`src/rtl/rip_lsu_pkg.sv`:
```
// Shared types for the rip-cpu load/store unit: one-hot decoded instruction,
// LSU FSM states, access sizes and small decode helpers.
package rip_lsu_pkg;

  typedef struct packed {
    logic alu;
    logic lb;
    logic lh;
    logic lw;
    logic lbu;
    logic lhu;
    logic sb;
    logic sh;
    logic sw;
  } inst_t;

  typedef enum logic [1:0] {IDLE, REQ, WAIT, RESP} lsu_state_e;
  typedef enum logic [1:0] {MEM_B, MEM_H, MEM_W} mem_size_e;

  function automatic logic is_mem(input inst_t i);
    return i.lb | i.lh | i.lw | i.lbu | i.lhu | i.sb | i.sh | i.sw;
  endfunction

  function automatic logic is_store(input inst_t i);
    return i.sb | i.sh | i.sw;
  endfunction

  function automatic mem_size_e mem_size(input inst_t i);
    if (i.lb | i.lbu | i.sb)      return MEM_B;
    else if (i.lh | i.lhu | i.sh) return MEM_H;
    else                          return MEM_W;
  endfunction

  // Halfwords must sit on an even address, words on a multiple of four.
  function automatic logic misaligned(input inst_t i, input logic [1:0] a);
    return ((i.lh | i.lhu | i.sh) & a[0]) | ((i.lw | i.sw) & (a != 2'b00));
  endfunction

endpackage

```
`src/rtl/rip_lsu_align.sv`:
```
// Combinational lane logic: store strobes/replication and load lane
// extraction with sign/zero extension.
module rip_lsu_align
  import rip_lsu_pkg::*;
(
  input  mem_size_e   size,
  input  logic        is_unsigned,
  input  logic [1:0]  offset,
  input  logic [31:0] wdata,
  input  logic [31:0] rdata,
  output logic [3:0]  wstrb,
  output logic [31:0] lane_wdata,
  output logic [31:0] load_data
);

  logic [7:0]  byte_sel;
  logic [15:0] half_sel;

  assign byte_sel = rdata[{offset, 3'b000} +: 8];
  assign half_sel = rdata[{offset[1], 4'b0000} +: 16];

  // NOTE: every output gets a default before the case so no latch is inferred.
  always_comb begin
    wstrb      = 4'b1111;
    lane_wdata = wdata;
    load_data  = rdata;
    case (size)
      MEM_B: begin
        wstrb      = 4'b0001 << offset;
        lane_wdata = {4{wdata[7:0]}};
        load_data  = is_unsigned ? {24'h0, byte_sel} : {{24{byte_sel[7]}}, byte_sel};
      end
      MEM_H: begin
        wstrb      = 4'b0011 << {offset[1], 1'b0};
        lane_wdata = {2{wdata[15:0]}};
        load_data  = is_unsigned ? {16'h0, half_sel} : {{16{half_sel[15]}}, half_sel};
      end
      default: ;
    endcase
  end

endmodule

```
`src/rtl/rip_lsu.sv`:
```
// Load/store unit between the execute-stage ALU and writeback, driving a
// req/gnt/rvalid data-memory port. Optional trap: RIP_LSU_MISALIGN_TRAP_EN.
module rip_lsu
  import rip_lsu_pkg::*;
#(
  parameter int DATA_WIDTH = 32,
  parameter int ADDR_WIDTH = 32
) (
  input  logic                  clk,
  input  logic                  rst_n,
  input  logic                  start,
  input  inst_t                 inst,
  input  logic [DATA_WIDTH-1:0] addr,
  input  logic [DATA_WIDTH-1:0] wdata,
  output logic                  ready,
  output logic                  done,
  output logic [DATA_WIDTH-1:0] rd_data,
  output logic                  dmem_req,
  output logic                  dmem_we,
  output logic [ADDR_WIDTH-1:0] dmem_addr,
  output logic [3:0]            dmem_wstrb,
  output logic [DATA_WIDTH-1:0] dmem_wdata,
  input  logic                  dmem_gnt,
  input  logic                  dmem_rvalid,
  input  logic [DATA_WIDTH-1:0] dmem_rdata
`ifdef RIP_LSU_MISALIGN_TRAP_EN
  ,
  output logic                  misalign,
  output logic [DATA_WIDTH-1:0] badaddr
`endif
);

  lsu_state_e            state_q, state_d;
  mem_size_e             size_q;
  logic                  uns_q;
  logic                  we_q;
  logic [DATA_WIDTH-1:0] addr_q;
  logic [DATA_WIDTH-1:0] wdata_q;
  logic [DATA_WIDTH-1:0] rd_data_q;
  logic                  mem_go;
  logic                  trap_go;
  logic [3:0]            strb;
  logic [DATA_WIDTH-1:0] lane_wdata;
  logic [DATA_WIDTH-1:0] load_data;

  assign mem_go = start && is_mem(inst) && !inst.alu;
`ifdef RIP_LSU_MISALIGN_TRAP_EN
  assign trap_go = mem_go && misaligned(inst, addr[1:0]);
`else
  assign trap_go = 1'b0;
`endif

  // NOTE: sequential state uses non-blocking assignments so every flop samples pre-edge values.
  always_ff @(posedge clk) begin
    if (!rst_n) state_q <= IDLE;
    else        state_q <= state_d;
  end

  always_comb begin
    state_d = state_q;
    case (state_q)
      IDLE:    if (start) state_d = (mem_go && !trap_go) ? REQ : RESP;
      REQ:     if (dmem_gnt) state_d = we_q ? RESP : WAIT;
      WAIT:    if (dmem_rvalid) state_d = RESP;
      RESP:    state_d = IDLE;
      default: state_d = IDLE;
    endcase
  end

  always_comb begin
    ready    = (state_q == IDLE);
    done     = (state_q == RESP);
    dmem_req = (state_q == REQ);
  end

  // Request fields are latched once in IDLE so they stay stable while REQ waits for gnt.
  always_ff @(posedge clk) begin
    if (!rst_n) begin
      size_q    <= MEM_B;
      uns_q     <= 1'b0;
      we_q      <= 1'b0;
      addr_q    <= '0;
      wdata_q   <= '0;
      rd_data_q <= '0;
    end else begin
      if (state_q == IDLE && start) begin
        if (mem_go && !trap_go) begin
          size_q  <= mem_size(inst);
          uns_q   <= inst.lbu | inst.lhu;
          we_q    <= is_store(inst);
          addr_q  <= addr;
          wdata_q <= wdata;
        end else if (!mem_go) begin
          rd_data_q <= addr;
        end
      end
      if (state_q == REQ && dmem_gnt && we_q) rd_data_q <= '0;
      if (state_q == WAIT && dmem_rvalid)     rd_data_q <= load_data;
    end
  end

`ifdef RIP_LSU_MISALIGN_TRAP_EN
  logic                  misalign_q;
  logic [DATA_WIDTH-1:0] badaddr_q;

  always_ff @(posedge clk) begin
    if (!rst_n) begin
      misalign_q <= 1'b0;
      badaddr_q  <= '0;
    end else begin
      if (state_d == RESP) misalign_q <= trap_go;
      if (trap_go)         badaddr_q  <= addr;
    end
  end

  assign misalign = misalign_q;
  assign badaddr  = badaddr_q;
`endif

  rip_lsu_align u_align (
    .size        (size_q),
    .is_unsigned (uns_q),
    .offset      (addr_q[1:0]),
    .wdata       (wdata_q),
    .rdata       (dmem_rdata),
    .wstrb       (strb),
    .lane_wdata  (lane_wdata),
    .load_data   (load_data)
  );

  assign rd_data    = rd_data_q;
  assign dmem_we    = we_q;
  assign dmem_addr  = {addr_q[ADDR_WIDTH-1:2], 2'b00};
  assign dmem_wstrb = we_q ? strb : 4'b0000;
  assign dmem_wdata = lane_wdata;

endmodule

```
`config.mk`:
```
export PLATFORM = sky130hd
export DESIGN_NAME = rip_lsu
export DESIGN_NICKNAME = d
export VERILOG_FILES = /design/src/rtl/rip_lsu_pkg.sv /design/src/rtl/rip_lsu_align.sv /design/src/rtl/rip_lsu.sv
export SDC_FILE = /design/constraint.sdc
export NUM_CORES = 1
export LEC_CHECK = 0
export BUFFER_PORTS_ARGS = -buffer_cell sky130_fd_sc_hd__buf_4
export CAP_MARGIN = 40
export CORE_MARGIN = 2
export CORE_UTILIZATION = 30
export CTS_CLUSTER_SIZE = 14
export DETAILED_ROUTE_END_ITERATION = 6
export GPL_ROUTABILITY_DRIVEN = 1
export PLACE_DENSITY = 0.6
export SLEW_MARGIN = 40
export SYNTH_ARGS = -nofsm -noshare
export SYNTH_HDL_FRONTEND = slang
export SYNTH_SLANG_ARGS = --single-unit
```
`constraint.sdc`:
```
create_clock -name clk -period 5.5 [get_ports clk]
set_input_delay 1.1 -clock clk [delete_from_list [all_inputs] [get_ports clk]]
set_output_delay 1.1 -clock clk [all_outputs]
set_load 0.01 [all_outputs]
```
==> impl_metrics.json <==
{
  "yosysSeqAreaShare_pct": 38.6,
  "finish.utilization_pct": 40.8,
  "core_area_um2": 17300,
  "max_stage_delay_ns": 0.75,
  "ctsRootBufferMaster": "clkbuf_16",
  "synth-edff-count": 0,
  "end_kind": "output port",
  "cts_buffers": 9,
  "htree_levels": 3,
  "grt_max_degree": 97,
  "cp_max_fo": 14,
  "cts_tree": "yes",
  "diodes": 0,
  "cp_data_arrival_time_ns": 2.58,
  "antenna_found_initial": 0,
  "gp_congestion": 0.798,
  "drive_above_1_share_pct": 35.7,
  "setup_viol_count_final": 0,
  "vias": 5054,
  "critPathRequiredTime_ns": 4.40,
  "routed_via_density": 5.09,
  "peakVddDrop_uv": 168,
  "initial_core_util_pct": 30.6,
  "startpoint_type": "flip-flop",
  "p_leak_nw": 3.02,
  "drc": 0,
  "pin_count": 214,
  "fillers": 1809,
  "synthMuxAreaShare_pct": 7.23,
  "cts_hold_buf": 0,
  "ctsLongestPathBuffers": 2,
  "synth_top_family_by_area": "compound AO/OA/AOI/OAI gates",
  "synth-compound-area-share_pct": 29.5,
  "slew_headroom_pct": 42.3,
  "path_cells": "buf_4 -> nor2b_1 -> o21ai_1 -> and2_1 -> buf_4",
  "synth-seq-cells": 102,
  "drv_slew": 0,
  "combPwrFrac_pct": 36.6,
  "clkTransAtPathRegs_ns": 0.07,
  "clk_latency_ns": 0.36,
  "final_nets": 877,
  "worst_slew_pin_slew_ns": 0.860,
  "power_switching_uw": 883,
  "cts_sinks": 102,
  "pwr-share-seq_pct": 37.9,
  "max_freq_mhz": 272,
  "drv_cap": 0,
  "final-hold-violation-count": 0,
  "skew_ns": 0.00517,
  "drt-initial-drc-count": 380,
  "overflow": 0,
  "synthXorXnorAreaFrac_pct": 0,
  "rsz0062_at_grt": "false",
  "worstSetupPathType": "flip-flop to output port",
  "p_per_area_nw_per_um2": 359,
  "fp.dieW_um": 137,
  "cts_resized": 0,
  "postCtsSetupBuffers": 0,
  "power_frac_clock_pct": 25.5,
  "cellInternalPower_mw": 1.65,
  "synthArstFlopShare_pct": 0,
  "fin_crit_ns": 3.68,
  "critPathSlowestCell": "dfxtp_1",
  "rows": 48,
  "hpwl_um": 13100,
  "yosys_warnings": 0,
  "synth_cell_type_count": 47,
  "grt_use_total_pct": 18.6,
  "cpMostUsedCell": "buf_4",
  "setup_tns_ns": 0,
  "area_growth_syn_to_layout_pct": 33.2,
  "hold_path_class": "flip-flop to flip-flop",
  "die_h_um": 137,
  "fin_total_pwr_mw": 2.53,
  "grt_pass1_vias": 4626,
  "synth_cells": 618,
  "netlist_area_um2": 5290,
  "setup_ws_ns": 1.82,
  "finalHoldWorstSlack_ns": 0.457,
  "ys.flop_type": "dfxtp_1",
  "antenna_left": 0,
  "io_buffers": 211,
  "dp_slack_ns": 1.92,
  "synth-simple-area-share_pct": 13.1,
  "avgSynthCellArea_um2": 8.56,
  "grt_pass1_wl_um": 26600,
  "netSwitchingFraction_pct": 34.9,
  "status": "completed",
  "routed_wl_um": 17900,
  "die_area_um2": 18700,
  "layout_worst_path_cycle_share_pct": 66.8,
  "synth-adder-area-share_pct": 0.946,
  "wire_per_inst_um": 18.0,
  "drtPass1Iterations": 5
}
[power by group through the flow]
stage               registers, mW  clock network [mW]  logic, mW
global route                0.974               0.698       1.01
finish                      0.959               0.647      0.926
CTS                         0.958               0.670      0.937
floorplan                   0.984                   0      0.530
global placement            0.973                   0      0.911
detailed placement          0.973                   0      0.935
[worst max-delay path, delay by kind of cell, from the launching register on]
kind                   cells  cell delay (ns)
DFF                        1             0.75
and+or+nand+nor            2             0.32
AOI/OAI and AO/OA          1             0.68
buffers and inverters      2             0.46
[final timing paths]
path / start / end / slack [ns] / cells past startpoint
max: size_q[0] / dmem_wstrb[0] / 1.82 / 5
min: addr_q[30] / addr_q[30] / 0.46 / 2
max reg2reg: state_q[0] / addr_q[21] / 2.61 / 7
min reg2reg: addr_q[30] / addr_q[30] / 0.46 / 2
[placed cells by master, fill, tap and decap left out, types with 2 or more instances in the layout]
cell type / synthesis / final
clkinv_2: 0 / 2
a221oi_1: 2 / 2
o211a_1: 14 / 14
a22o_1: 7 / 7
nand3_1: 2 / 2
buf_8: 0 / 2
a22oi_1: 16 / 16
nor2b_1: 3 / 3
o21ai_1: 9 / 8
nor3_1: 4 / 4
clkbuf_16: 0 / 9
nor3b_1: 2 / 2
o2111ai_1: 2 / 2
conb_1: 1 / 2
a221oi_2: 7 / 7
a222oi_1: 8 / 8
clkinvlp_4: 0 / 2
inv_1: 8 / 8
a21boi_1: 7 / 7
o21ai_0: 38 / 38
a21boi_0: 51 / 51
o31ai_1: 16 / 16
nand2_1: 141 / 141
o21a_1: 2 / 2
mux2i_1: 9 / 9
ha_1: 4 / 4
a31oi_1: 17 / 16
nor2_1: 9 / 9
a31oi_4: 1 / 2
mux2_2: 24 / 24
and2_1: 2 / 2
buf_4: 41 / 217
a21oi_1: 9 / 9
dfxtp_1: 102 / 102
[layout make-up]
cell class	instances	area (um^2)	area share, %
multi-input cells	421	2720	38.6
flip-flops and latches	102	2040	29.0
repair buffers	220	1670	23.7
well taps	225	282	3.99
clock buffers	9	225	3.19
clock inverters	7	72.6	1.03
inverters	9	33.8	0.479
[cells by family after synthesis]
| logic type | count (synthesis) |
|---|---|
| other | 1 |
| DFF | 102 |
| and+or+nand+nor | 170 |
| adders and majority gates | 4 |
| muxes | 34 |
| buffers and inverters | 96 |
| AOI/OAI and AO/OA | 211 |
[cells in the mapped netlist, types with 2 or more instances]
| cell type | instances | area share [%] |
|---|---|---|
| a22oi_1 | 16 | 2.3 |
| nand3_1 | 2 | 0.19 |
| buf_2 | 23 | 2.2 |
| o2111ai_1 | 2 | 0.33 |
| buf_4 | 41 | 5.8 |
| a21boi_0 | 51 | 7.2 |
| a21oi_1 | 9 | 0.85 |
| nor3_1 | 4 | 0.38 |
| mux2i_1 | 9 | 1.7 |
| nor3b_1 | 2 | 0.28 |
| o21a_1 | 2 | 0.28 |
| dfxtp_1 | 102 | 39 |
| and2_1 | 2 | 0.24 |
| nand2_1 | 141 | 10 |
| a22o_1 | 7 | 1.2 |
| a221oi_2 | 7 | 2.0 |
| a222oi_1 | 8 | 1.5 |
| clkbuf_1 | 21 | 1.5 |
| ha_1 | 4 | 0.95 |
| a31oi_1 | 17 | 2.0 |
| nor2_1 | 9 | 0.64 |
| o21ai_0 | 38 | 3.6 |
| nor2b_1 | 3 | 0.35 |
| a221oi_1 | 2 | 0.33 |
| o21ai_1 | 9 | 0.85 |
| mux2_2 | 24 | 5.1 |
| a21boi_1 | 7 | 0.99 |
| inv_1 | 8 | 0.57 |
| buf_6 | 2 | 0.43 |
| o31ai_1 | 16 | 2.3 |
| o211a_1 | 14 | 2.6 |
[per-layer routing]
| layer | global-route usage, % | vias up | routed length, um |
|---|---|---|---|
| met1 | 25.7 | 2408 | 8080 |
| li1 | - | 2465 | - |
| met2 | 28.0 | 162 | 8220 |
| met3 | 4.78 | 19 | 1240 |
| met5 | 0 | - | 0 |
| met4 | 6.53 | 0 | 332 |
[sequential cells by signal (all words and copies together) (netlist names)]
name     count
state_q      2
size_q       2
rd_data     32
dmem_we      1
addr_q      32
wdata_q     32
uns_q        1
[stage by stage]
stage	instances	cell area, um^2
2_1_floorplan	619	5300
3_3_place_gp	975	6720
3_5_place_dp	977	6750
4_1_cts	993	7050
5_1_grt	993	7050
6_report	993	7050
No activity file was read; power rests on OpenSTA's default activity.
